**config.mk**
```make
export PLATFORM = sky130hd
export DESIGN_NAME = conv_32_8
export DESIGN_NICKNAME = d
export VERILOG_FILES = /design/src/rtl/conv_32_8.sv
export SDC_FILE = /design/constraint.sdc
export NUM_CORES = 1
export LEC_CHECK = 0
export CELL_PAD_IN_SITES_DETAIL_PLACEMENT = 1
export CELL_PAD_IN_SITES_GLOBAL_PLACEMENT = 1
export CORE_UTILIZATION = 35
export CTS_BUF_LIST = sky130_fd_sc_hd__clkbuf_8
export DETAILED_ROUTE_END_ITERATION = 10
export PLACE_DENSITY_LB_ADDON = 0.1
export SYNTH_ARGS = -nofsm -noshare
export SYNTH_HDL_FRONTEND = slang
export SYNTH_SLANG_ARGS = --single-unit
export TNS_END_PERCENT = 30
```
**constraint.sdc**
```tcl
create_clock -name clk -period 1.69 [get_ports clk]
set_input_delay 0.338 -clock clk [delete_from_list [all_inputs] [get_ports clk]]
set_output_delay 0.338 -clock clk [all_outputs]
set_load 0.01 [all_outputs]
```
**src/rtl/conv_32_8.sv**
```systemverilog
// 32-bit word to 8-bit byte serializer with a one-word holding register,
// so back-to-back words stream out at one byte per cycle with no gaps.
module conv_32_8 #(
   parameter bit MSB_FIRST = 1'b1
) (
   input  logic        clk,
   input  logic        reset_L,
   input  logic        valid_in,
   input  logic [31:0] data_in,
   output logic        ready_in,
   output logic [7:0]  data_out,
   output logic        valid_out,
   output logic        last_out
);

   typedef enum logic {IDLE, SEND} state_t;

   state_t      r_state;
   logic [1:0]  r_cnt;
   logic [31:0] r_word;
   logic [31:0] r_hold;
   logic        r_hold_v;
   logic [7:0]  r_data;
   logic        r_last;
   logic        w_accept;

   function automatic logic [7:0] f_byte(input logic [31:0] w, input logic [1:0] k);
      logic [1:0] idx;
      logic [7:0] b;
      idx = MSB_FIRST ? (2'd3 - k) : k;
      case (idx)
         2'd0:    b = w[7:0];
         2'd1:    b = w[15:8];
         2'd2:    b = w[23:16];
         default: b = w[31:24];
      endcase
      return b;
   endfunction

   // ready depends only on the holding register, never on valid_in
   assign ready_in  = ~r_hold_v;
   assign w_accept  = valid_in & ~r_hold_v;
   assign data_out  = r_data;
   assign last_out  = r_last;
   assign valid_out = (r_state == SEND);

   always_ff @(posedge clk or negedge reset_L) begin
      if (!reset_L) begin
         r_state  <= IDLE;
         r_cnt    <= 2'd0;
         r_word   <= 32'h0;
         r_hold   <= 32'h0;
         r_hold_v <= 1'b0;
         r_data   <= 8'h00;
         r_last   <= 1'b0;
      end else if (r_state == SEND && r_cnt != 2'd3) begin
         r_cnt  <= r_cnt + 2'd1;
         r_data <= f_byte(r_word, r_cnt + 2'd1);
         r_last <= (r_cnt == 2'd2);
         if (w_accept) begin
            r_hold   <= data_in;
            r_hold_v <= 1'b1;
         end
      end else if (r_hold_v) begin
         // output slot is free here: IDLE, or the last byte is leaving
         r_word   <= r_hold;
         r_data   <= f_byte(r_hold, 2'd0);
         r_cnt    <= 2'd0;
         r_last   <= 1'b0;
         r_state  <= SEND;
         r_hold_v <= 1'b0;
      end else if (w_accept) begin
         r_word  <= data_in;
         r_data  <= f_byte(data_in, 2'd0);
         r_cnt   <= 2'd0;
         r_last  <= 1'b0;
         r_state <= SEND;
      end else begin
         r_state <= IDLE;
         r_data  <= 8'h00;
         r_cnt   <= 2'd0;
         r_last  <= 1'b0;
      end
   end

endmodule
```
==> results.json <==
{
  "fp.dieH_um": 97.2,
  "grt_pass1_wl_um": 12500,
  "setup_violations": 0,
  "leakagePower_nw": 1.80,
  "route.vias.total": 2094,
  "htree_levels": 3,
  "ys_types": 22,
  "drive_gt1_frac": 0.236,
  "p_total_w": 0.00749,
  "hold_viol_final": 0,
  "cts_tree": "done",
  "critical-path-top-delay-family": "buffers and inverters",
  "placed_cell_area_um2": 3780,
  "relSlewSlack": 0.686,
  "grt_max_degree": 35,
  "place_inst": 394,
  "vias_per_cell": 5.07,
  "fin_tns_setup_ns": 0,
  "n_fill_cell": 929,
  "core_region_area_um2": 8760,
  "status": "complete, no violations",
  "synth_top_area_share": 0.544,
  "path_cells": "clkdlybuf4s50_1",
  "grt_pass1_vias": 2307,
  "synth_warnings": 0,
  "firstDrtPassIters": 4,
  "rsz0062_at_grt": "false",
  "slowest_delay_ns": 0.55,
  "syn-mean-instance-area_um2": 12.8,
  "worstSkewPairLatency_ns": 0.35,
  "worst_hold_path_type": "input port to async pin",
  "io_pins": 46,
  "synth.most_common_cell": "dfrtp_1",
  "cts_buffers": 9,
  "synth_area_leaders": "dfrtp_1 54%, mux2_4 14%, mux2i_1 7.6%",
  "worst_clock_skew_ns": 0.0120,
  "postRouteAntennaNets": 0,
  "fmax_ghz": 0.616,
  "root_buffer": "clkbuf_8",
  "antenna_cells": 0,
  "cts.path.max_buffers": 2,
  "final_area_um2": 4010,
  "synth_area_um2": 3170,
  "async_flop_share": 1.00,
  "fp.dieW_um": 97.2,
  "initial_core_util": 0.362,
  "synthFlopType": "dfrtp_1",
  "crit_path_max_fanout": 3,
  "start_kind": "flop",
  "finalCritPeriodShare": 0.961,
  "timing.hold.ws_ns": 0.470,
  "wl_um": 7650,
  "period_needed_ns": 1.62,
  "end_kind": "output pin",
  "synth_cells": 248,
  "dp_hpwl_um": 5100,
  "crit_slowest_cell": "clkdlybuf4s50_1",
  "powerDensity_nw_per_um2": 1870,
  "drc": 0,
  "drv_cap": 0,
  "drt_iter0_drc": 63,
  "syn_to_final_growth_pct": 26.2,
  "finalWeightedCongestion": 0.721,
  "ys_seq_area_frac": 0.544,
  "synth_nets": 287,
  "synth_top_area_cell": "dfrtp_1",
  "ir_worst_vdd_mv": 0.599,
  "worst-path-buf-inv": 1,
  "synth_edf_count": 0,
  "grt_use_total": 0.172,
  "crit_arrival_ns": 1.29,
  "worst_pin_slew_ns": 0.470,
  "critical_path_class": "flop to output pin",
  "slew_violations": 0,
  "fp.dieArea_um2": 9450,
  "fin_cells": 413,
  "synth_common_cells": "69 x dfrtp_1, 48 x o21ai_0, 30 x mux2_4, 24 x mux2i_1, 16 x a21oi_1",
  "antenna_found_initial": 0,
  "row_count": 34,
  "cts_sinks": 69,
  "grt-ovfl-total": 0,
  "ys_ff_latch": 69,
  "route.detailed.wl_per_inst_um": 18.5,
  "portBuffers": 45,
  "crit_required_ns": 1.35,
  "nNetsFinal": 339,
  "clk_pin_slew_ns": 0.08
}
## worst register-to-register path: stages (launching register included)
cell	delay (ns)
dfrtp_1	0.41
ha_2	0.19
nor2b_2	0.14
and2_4	0.22
buf_12	0.17
mux2_2	0.35
## metal layers
metal  share of wire  track usage  wire, um
met1            0.50        0.243      3860
met2            0.44        0.256      3380
met3           0.040       0.0388       308
met4           0.014       0.0713       105
met5               0            0         0
## sequential cells by signal, summed over array words and instances (netlist names)
name       count
data_out       8
last_out       1
r_cnt          2
r_hold        32
r_hold_v       1
r_word        24
valid_out      1
## stage by stage
step | utilization | setup slack (ns)
after floorplan | - | 0.0305
after global placement | 0.431 | -0.190
after detailed placement | 0.431 | -0.208
after CTS | 0.453 | 0.0390
after global routing | 0.457 | 0.0103
final | 0.457 | 0.0654
## layout make-up
cell class,count,area (um2),share of cell area
Timing Repair Buffer,66,676,0.169
Clock buffer,10,138,0.0344
Sequential cell,69,1730,0.431
Clock inverter,6,40.0,0.00999
Multi-Input combinational cell,151,1280,0.319
Tap cell,108,135,0.0337
Inverter,3,11.3,0.00281
## repair_timing
action,in CTS,in global routing
pin swaps,0,0
endpoints found under the setup margin,1,22
gates cloned,0,1
buffers inserted,1,0
gates resized for setup,2,4
hold buffers,1,0
endpoints found under the hold margin,16,0
## cell families (layout without fill, tap and decap cells)
logic type | Yosys count | count (layout) | share of synthesized area
simple gates | 10 | 10 | 0.0166
compound gates | 81 | 81 | 0.143
fa+ha+maj | 4 | 4 | 0.0158
mux | 56 | 56 | 0.225
flops | 69 | 69 | 0.544
buf+inv | 28 | 85 | 0.0556
## cell usage in the layout, fill, tap and decap left out, drive strengths merged
cell	n
mux2i	24
nor2	3
nor2b	2
clkinvlp	3
and2	3
clkbuf	11
clkdlybuf4s50	43
dlygate4sd2	1
inv	4
nand2	1
dlygate4sd3	1
o21ai	49
dfrtp	69
ha	4
a221oi	8
a22oi	8
a21oi	16
nand2b	1
buf	20
mux2	32
clkinv	2
## report_power, final
part / internal, W / switching, W / total, W
clock: 0.000566 / 0.000650 / 0.00122
sequential: 0.00249 / 0.000438 / 0.00293
combinational: 0.00178 / 0.00156 / 0.00334
total: 0.00485 / 0.00265 / 0.00749
## worst paths after layout
check	endpoint	from	depth (start not counted)	slack [ns]
setup / recovery	valid_out	valid_out	1	0.07
hold / removal	r_hold[23]	reset_L	2	0.47
setup reg to reg	r_hold[0]	r_cnt[1]	5	0.11
hold reg to reg	r_hold[10]	r_hold[10]	1	0.52
max in group asynchronous	r_word[12]	reset_L	3	0.70
min in group clk	r_hold[10]	r_hold[10]	1	0.52
Note: power is estimated with default switching activity, not from simulation.
